**config.mk**
```make
export PLATFORM = sky130hd
export DESIGN_NAME = dmem_responder
export DESIGN_NICKNAME = d
export VERILOG_FILES = /design/src/rtl/arm_mem_pkg.sv /design/src/rtl/dmem_sram_array.sv /design/src/rtl/dmem_responder.sv
export SDC_FILE = /design/constraint.sdc
export NUM_CORES = 2
export LEC_CHECK = 0
export ABC_AREA = 1
export CAP_MARGIN = 20
export CORE_MARGIN = 4
export CORE_UTILIZATION = 50
export CTS_BUF_LIST = sky130_fd_sc_hd__clkbuf_4 sky130_fd_sc_hd__clkbuf_8 sky130_fd_sc_hd__clkbuf_16
export DETAILED_ROUTE_END_ITERATION = 8
export PLACE_DENSITY = 0.69
export SLEW_MARGIN = 30
export SYNTH_ARGS = -nofsm -noshare
export SYNTH_HDL_FRONTEND = slang
export SYNTH_SLANG_ARGS = --single-unit
```
**constraint.sdc**
```tcl
create_clock -name clk -period 9.3 [get_ports clk]
set_input_delay 1.86 -clock clk [delete_from_list [all_inputs] [get_ports clk]]
set_output_delay 1.86 -clock clk [all_outputs]
set_load 0.1 [all_outputs]
```
**src/rtl/arm_mem_pkg.sv**
```systemverilog
// Shared types and constants for the data-memory responder.
// Holds the FSM state encoding, the default base address and the word shift.
package arm_mem_pkg;

  typedef enum logic [1:0] {
    IDLE = 2'd0,
    WAIT = 2'd1,
    RESP = 2'd2
  } state_t;

  localparam int unsigned BASE_ADDR_DEF = 1024;
  localparam int unsigned WORD_SHIFT    = 2;

endpackage

```
**src/rtl/dmem_sram_array.sv**
```systemverilog
// Single-port synchronous word array with a registered read port.
// Ports: clk, rst (sync, clears all words), we/re, idx, wdata -> rdata.
module dmem_sram_array #(
  parameter int DATA_LEN         = 32,
  parameter int MEM_ADDRESS_LINE = 64,
  parameter int IDX_W            = 6
) (
  input  logic                clk,
  input  logic                rst,
  input  logic                we,
  input  logic                re,
  input  logic [IDX_W-1:0]    idx,
  input  logic [DATA_LEN-1:0] wdata,
  output logic [DATA_LEN-1:0] rdata
);

  logic [DATA_LEN-1:0] mem [MEM_ADDRESS_LINE];

  always_ff @(posedge clk) begin
    if (rst) begin
      for (int i = 0; i < MEM_ADDRESS_LINE; i++) begin
        mem[i] <= '0;
      end
      rdata <= '0;
    end else begin
      if (we) begin
        mem[idx] <= wdata;
      end
      if (re) begin
        rdata <= mem[idx];
      end
    end
  end

endmodule

```
**src/rtl/dmem_responder.sv**
```systemverilog
// Memory-side end of the MA-stage load/store port: one word per handshake,
// programmable wait states, single-cycle resp_valid pulse with rdata/err.
module dmem_responder
  import arm_mem_pkg::*;
#(
  parameter int DATA_LEN         = 32,
  parameter int ADDRESS_LEN      = 32,
  parameter int MEM_ADDRESS_LINE = 64,
  parameter int WAIT_CYCLES      = 3,
  parameter int BASE_ADDR        = BASE_ADDR_DEF
) (
  input  logic                   clk,
  input  logic                   rst,
  input  logic                   req_valid,
  input  logic                   req_we,
  input  logic [ADDRESS_LEN-1:0] req_addr,
  input  logic [DATA_LEN-1:0]    req_wdata,
  output logic                   req_ready,
  output logic                   resp_valid,
  output logic [DATA_LEN-1:0]    resp_rdata,
  output logic                   resp_err
);

  localparam int CNT_W =
    (WAIT_CYCLES < 1) ? 1 : $clog2(WAIT_CYCLES + 1);
  localparam int IDX_W =
    (MEM_ADDRESS_LINE > 1) ? $clog2(MEM_ADDRESS_LINE) : 1;
  localparam int CNT_INIT =
    (WAIT_CYCLES > 0) ? WAIT_CYCLES - 1 : 0;

  localparam logic [ADDRESS_LEN-1:0] BASE =
    ADDRESS_LEN'(BASE_ADDR);
  localparam logic [ADDRESS_LEN-1:0] LINES =
    ADDRESS_LEN'(MEM_ADDRESS_LINE);

  state_t state, nstate;
  logic [CNT_W-1:0] cnt;

  logic                   we_q;
  logic [ADDRESS_LEN-1:0] addr_q;
  logic [DATA_LEN-1:0]    wdata_q;

  logic                   cur_we;
  logic [ADDRESS_LEN-1:0] cur_addr;
  logic [DATA_LEN-1:0]    cur_wdata;
  logic [ADDRESS_LEN-1:0] off;
  logic [ADDRESS_LEN-1:0] word;
  logic                   fault;
  logic                   accept;
  logic                   enter_resp;
  logic                   arr_we;
  logic                   arr_re;
  logic                   rd_sel;
  logic [DATA_LEN-1:0]    arr_rdata;

  assign accept = req_valid && (state == IDLE);

  // With zero wait states RESP is entered on the accept edge itself,
  // before the capture registers hold the request, so decode the live
  // inputs while idle and the captured copy otherwise.
  always_comb begin
    cur_we    = we_q;
    cur_addr  = addr_q;
    cur_wdata = wdata_q;
    if (state == IDLE) begin
      cur_we    = req_we;
      cur_addr  = req_addr;
      cur_wdata = req_wdata;
    end
  end

  assign off   = cur_addr - BASE;
  assign word  = off >> WORD_SHIFT;
  assign fault = (cur_addr < BASE)
               | (word >= LINES)
               | (cur_addr[1:0] != 2'b00);

  assign enter_resp = (nstate == RESP) && (state != RESP);
  assign arr_we     = enter_resp && cur_we && !fault;
  assign arr_re     = enter_resp && !cur_we && !fault;

  always_ff @(posedge clk) begin
    if (rst) begin
      state <= IDLE;
    end else begin
      state <= nstate;
    end
  end

  always_comb begin
    nstate = state;
    unique case (state)
      IDLE: begin
        if (req_valid) begin
          nstate = (WAIT_CYCLES == 0) ? RESP : WAIT;
        end
      end
      WAIT: begin
        if (cnt == '0) begin
          nstate = RESP;
        end
      end
      RESP:    nstate = IDLE;
      default: nstate = IDLE;
    endcase
  end

  always_comb begin
    req_ready  = (state == IDLE);
    resp_valid = (state == RESP);
  end

  always_ff @(posedge clk) begin
    if (rst) begin
      cnt     <= '0;
      we_q    <= 1'b0;
      addr_q  <= '0;
      wdata_q <= '0;
    end else begin
      if (accept) begin
        cnt     <= CNT_W'(CNT_INIT);
        we_q    <= req_we;
        addr_q  <= req_addr;
        wdata_q <= req_wdata;
      end else if (state == WAIT && cnt != '0) begin
        cnt <= cnt - 1'b1;
      end
    end
  end

  // The array read register only moves on a good load, so the
  // returned word is held until the next RESP entry; rd_sel zeroes
  // it for stores and faults.
  always_ff @(posedge clk) begin
    if (rst) begin
      rd_sel   <= 1'b0;
      resp_err <= 1'b0;
    end else if (enter_resp) begin
      rd_sel   <= !cur_we && !fault;
      resp_err <= fault;
    end
  end

  assign resp_rdata = rd_sel ? arr_rdata : '0;

  dmem_sram_array #(
    .DATA_LEN        (DATA_LEN),
    .MEM_ADDRESS_LINE(MEM_ADDRESS_LINE),
    .IDX_W           (IDX_W)
  ) u_array (
    .clk  (clk),
    .rst  (rst),
    .we   (arr_we),
    .re   (arr_re),
    .idx  (word[IDX_W-1:0]),
    .wdata(cur_wdata),
    .rdata(arr_rdata)
  );

endmodule

```
; ---- Word level (Yosys, flattened, before mapping)
; Memories as Yosys holds them, arrays and structs flattened. A register that Yosys moved wholly into a read port is not among the register bits.
; Cells that the tools add are included.
[op_classes]
add_sub_neg = 2
n_lt_le_gt_ge = 2
n_eq_ne = 4
mux = 17
bitwise = 2
reduce_logical = 17
[ops]
columns = op, n
row1 = two-way mux 32 bit, 4
row2 = "< comparator 32 x 11 -> 1 bit, second input constant", 1
row3 = OR reduction 32 bit, 1
row4 = "subtractor 32 x 11 -> 32 bit, second input constant", 1
row5 = ">= comparator 30 x 7 -> 1 bit, second input constant", 1
row6 = logical AND 1 bit, 8
row7 = two-way mux 2 bit, 4
row8 = two-way mux 1 bit, 7
row9 = two-way mux 6 bit, 1
row10 = nonzero test 2 bit, 3
row11 = "equality test 2 bit, second input constant", 2
row12 = logical NOT 2 bit, 2
row13 = case mux 2 bit (2 select lines), 1
row14 = "equality test 2 x 1 -> 1 bit, second input constant", 1
row15 = logical NOT 1 bit, 2
row16 = "!= test 2 bit, second input constant", 1
row17 = bitwise OR 1 bit, 2
row18 = OR reduction 2 bit, 1
row19 = "subtractor 2 x 1 -> 2 bit, second input constant", 1
[word_totals]
regBits = 71
ram_bits = 2048
in_bits = 68
output_inout_bits = 35
elab_cells = 53
mem_count = 1
[memory_table]
columns = memory, depth, width, read_ports, rd_clocked_by_memory_dff, wr, line_no
row1 = u_array.mem, 64, 32, 1, 1, 64, dmem_sram_array.sv:17  ; logic [DATA_LEN-1:0] mem [MEM_ADDRESS_LINE];

; ---- Longest topological paths before layout
[logic_depth]
word_depth = 13
depth_mapped = 21
ltp_nobuf = 18

; ---- Hierarchy
; Synthesis repeated with hierarchy kept, for this count alone.
[hier_totals]
cells_unflattened = 11799
hier_area_um2 = 100920.5
[by_module_without_submodules]
columns = mod, instances, cells_per_inst, area_each_um2, seq_area_each_um2
row1 = dmem_sram_array, 1, 11118, 96707.8, 62139.6
row2 = dmem_responder, 1, 681, 4212.8, 1421.4

; ---- Least setup slack after synthesis
; OpenSTA, ideal clock, no wires.
[synth_path]
path_type = input to register
startpoint = input port req_addr[13]
endpoint = memory u_array.mem[22][0], enable pin
setup_time_ns = 0.389
t_arrival_ns = 4.372
t_required_ns = 8.911
slack_ns = 4.539
stages = 16
n_path_buf = 3
path_cell_list = inv_1 > nand2_1 > nand2_1 > nand2_2 > nor2_1 > nand2_1 > nor2_2 > nand2_1 > nor3_1 > o21ai_1 > nor2_2 > buf_6 > buf_8 > nand4_4 > buf_2 > nand2_1
[synth_rtl]
columns = element, line_no
row1 = "start, declared", dmem_responder.sv:16  ; input logic [ADDRESS_LEN-1:0] req_addr,
row2 = "end, declared", dmem_sram_array.sv:17

; ---- Worst setup path in the final report
[layout_path]
startpoint = input port req_addr[3]
endpoint = register u_array.rdata[26], read port of u_array.mem
[layout_between]
elab_chain_len = 7
elab_cells_between_ends = 8
classes_between = add/sub (1) / order compare (2) / mux (1) / bitwise (2) / reduce/logical (2)
[layout_lines]
columns = element, line_no
row1 = two-way mux 32 bit (*), dmem_responder.sv:65  ; if (state == IDLE) begin
row2 = subtractor 32 x 11 -> 32 bit, dmem_responder.sv:72  ; assign off = cur_addr - BASE;
row3 = >= comparator 30 x 7 -> 1 bit, dmem_responder.sv:75  ; | (word >= LINES)
row4 = bitwise OR 1 bit, dmem_responder.sv:75
row5 = bitwise OR 1 bit, dmem_responder.sv:76  ; | (cur_addr[1:0] != 2'b00);
row6 = logical NOT 1 bit, dmem_responder.sv:80  ; assign arr_re = enter_resp && !cur_we && !fault;
row7 = logical AND 1 bit, dmem_responder.sv:80
row8 = "end, declared", dmem_sram_array.sv:14  ; output logic [DATA_LEN-1:0] rdata
; Mark *: on every way between the ends. The rest lies on a longest branch, timed or not.
; A chain may end at the register's enable or synchronous reset.

==> results by group <==
Global route
  – First-pass GRT wire length: ~480000 um
  – All-Layer GR Usage: 0.330
  – Largest net degree at the start of global routing: 115
  – Initial antenna violation count: 16
  – Number of global-route vias before repair: 68700
  – Grt total ovfl: 0

Synthesis
  – Register area share after synthesis: 0.664
  – Synth Instances: 9634
  – Most used DFF post-synth: edfxtp_1
  – Asr flop ratio synth: 0
  – Post-synthesis adder-cell area fraction: 0.000131
  – Synth Area in Simple Gates: 0.226
  – Post-synth EDFFs: 2048
  – Syn Nets: just under 10000
  – YS warnings: 0
  – Largest family of logic cells by synthesized area: simple AND/OR/NAND/NOR gates
  – Synth cell types: 36
  – Synth Area in Compound Gates: 0.0525
  – FF+latch count, synth: 2151
  – Mapped Avg Cell Area: approximately 10 um^2
  – Post-synthesis mux area share: 0
  – Post-Synth XOR/XNOR Area: 0
  – Synth Cell Area: 0.0958 mm^2

Die
  – Initial Utilization: 0.503
  – Ports: a little over 100
  – Die height: 446 um
  – Die area: 0.199 mm^2
  – Core ar.: 0.190 mm^2
  – Die Wd: 446 um
  – Row Count: 160

Route
  – Drt initial violations: 12800
  – Vias per cell: 6.04
  – DRC viols: 0
  – WL/cell: 27.5 um
  – WL final: 333000 um
  – Antenna Nets Post-Route: 0
  – Vias: 73200
  – First-pass DRT Iterations: 9

CTS
  – TritonCTS Buffers: 212
  – Clock root cell: clkbuf_16
  – CTS max path bufs: 3
  – Setup Buffers After CTS: 0
  – Num Clock Sinks: 2151
  – Hold buffers post-CTS: 0
  – Clock slew at reported path FFs: 0.07 ns
  – Clock latency at the later pin of the worst-skew pair: ~0.90 ns
  – CTS tree: done
  – Post-CTS sizing: 0
  – CTS H-Tree Depth: 4

Timing
  – # setup viols final: 0
  – Final min period: 6.42 ns
  – Fin Setup TNS: 0 ns
  – Final hold violation count: 0
  – PnR worst setup slack: around 2.9 ns
  – Worst Max-Slew Pin Slew: 1.09 ns
  – Max-slew violations: 0
  – Fmax: 0.156 GHz
  – RSZ-0062 raised after global routing: false
  – Rel. slew slack: 0.267
  – Final Cycle Share: 0.690
  – Worst Clk Skew: 0.0409 ns

Place
  – Placed Area: between 0.09 and 0.1 mm^2
  – Placed Cells: 11700
  – Estimated wirelength of the detail-placed design: ~200000 um
  – GP Congestion: ~0.99
  – Post-place setup slack: 2.34 ns
  – IO Port Bufs: 102

Layout
  – Area grow syn2layout: 10.5%
  – Layout cells sized above 1: 0.0729
  – Design area: 0.106 mm^2
  – Non-filler cells, final: ~12000
  – Register area: 0.0636 mm^2
  – Nets: 9492
  – Fillcell total: 16100
  – Area of the multi-input gates: 0.0272 mm^2

Run
  – Max_cap viols: 0

Worst setup path
  – CP endpoint kind: flop
  – Worst Path Required: 10.11 ns
  – CP startpoint kind: primary input
  – Worst Setup SP: req_addr[3]
  – Reg2reg end: u_array.mem[32][31]
  – Critical path class: in -> reg
  – Critical path capture point: u_array.rdata[26]
  – FF-to-FF path depth: 15
  – Max FO, Critical Path: 62
  – R2R Setup Slk: ~3 ns
  – Arrival @ worst endpoint: around 7.2 ns
  – Worst r2r src: state[1]

Power and ir drop
  – Leak: ~43 nW
  – Pwr dens: 213 mW/mm^2
  – Peak supply drop: 228 uV

Worst hold path
  – Hold path depth: 2
  – HP Class: reg -> reg

Outcome
  – Status: finished, final reports clean
==> synth_stat cells, types with 5 or more instances <==
master	count	area share
edfxtp_1	2048	0.64
nand2_1	2185	0.086
dfxtp_1	103	0.022
nand3_1	267	0.014
o21ai_1	31	0.0016
or2_2	9	0.00059
nor3_2	7	0.00073
o21ai_0	282	0.015
o21ai_2	5	0.00046
buf_2	205	0.011
nand4_1	79	0.0052
buf_1	44	0.0017
inv_2	5	0.00020
a211oi_1	5	0.00039
clkbuf_1	418	0.016
nor2_1	2660	0.10
a22oi_1	183	0.014
nand3b_1	17	0.0013
inv_1	528	0.021
nand4_4	59	0.013
a21oi_1	394	0.021
buf_6	36	0.0042
buf_4	34	0.0027
==> placed cells by master (no fill, tap or decap), types with 8 or more instances in the layout <==
master,netlist,layout
o21ai_4,0,37
bufinv_16,0,17
nand2_1,2185,2181
nor2_1,2660,2660
a22oi_1,183,183
dfxtp_1,103,103
inv_6,0,8
nand3b_1,17,17
a21oi_1,394,394
clkdlybuf4s50_1,0,102
or2_2,9,9
inv_1,528,524
edfxtp_1,2048,2048
clkinv_1,3,54
buf_12,1,16
nand4_1,79,79
clkinv_2,0,42
clkbuf_16,0,214
nand3_1,267,261
buf_4,34,194
nand4_4,59,59
o21ai_0,282,272
clkbuf_4,0,38
==> state kept, by name (all words and copies together), names as in the netlist <==
| name | flops |
|---|---|
| u_array.mem | 2048 |
| state | 2 |
| u_array.rdata | 32 |
| addr_q | 32 |
| cnt | 2 |
| wdata_q | 32 |
| resp_err | 1 |
| we_q | 1 |
| rd_sel | 1 |
==> cell type report <==
type                    instances  share of cell area
flip-flops and latches       2151               0.601
well taps                    2511              0.0297
repair buffers                317              0.0276
clock buffers                 253              0.0534
multi-input cells            6205               0.257
inverters                     536              0.0195
diodes                          5            0.000118
clock inverters               135              0.0115
==> power by group <==
| part | leakage, nW | internal, mW | switching [mW] |
|---|---|---|---|
| logic | 17.9 | 0.496 | 2.39 |
| registers | 22.0 | 10.9 | 0.101 |
| clock network | 3.42 | 4.81 | 3.84 |
| total | 43.3 | 16.2 | 6.33 |
==> worst max-delay path, cell delays in order <==
cell             delay (ns)
clkdlybuf4s50_1        0.52
o21ai_4                0.88
nand3_2                0.83
buf_4                  0.53
inv_6                  0.60
buf_12                 0.37
a22oi_1                0.13
nand3_1                0.17
nand2_1                0.15
nand2_1                0.66
nor2_1                 0.11
nand2_1                0.11
nor2_1                 0.06
nor2_1                 0.14
==> layer usage <==
metal,GRT usage,vias up,part of all wire
met1,0.439,35100,0.35
li1,-,31300,-
met2,0.470,5760,0.42
met3,0.0963,976,0.15
met5,0,-,0.00028
met4,0.219,14,0.079
==> worst min-delay path by stage <==
stage                     startpoint   endpoint  slack, ns
after global routing       addr_q[8]  addr_q[8]       0.47
after floorplan            addr_q[8]  addr_q[8]       0.42
after CTS                  addr_q[8]  addr_q[8]       0.46
after detailed placement   addr_q[8]  addr_q[8]       0.45
final                      addr_q[8]  addr_q[8]       0.45
after global placement     addr_q[8]  addr_q[8]       0.44
==> stage by stage <==
stage / power, mW / utilization / hold WS [ns]
final: 22.5 / 0.556 / 0.453
after detailed placement: 13.9 / 0.519 / 0.445
after global placement: 13.9 / 0.519 / 0.436
after CTS: 22.4 / 0.556 / 0.455
after global routing: 23.0 / 0.556 / 0.471
after floorplan: 12.5 / - / 0.425
==> cells by family after synthesis <==
logic type,Yosys count
DFF,2151
buffers and inverters,1278
AOI/OAI and AO/OA,904
and+or+nand+nor,5300
adders and majority gates,1
Note: power is estimated with default switching activity, not from simulation.
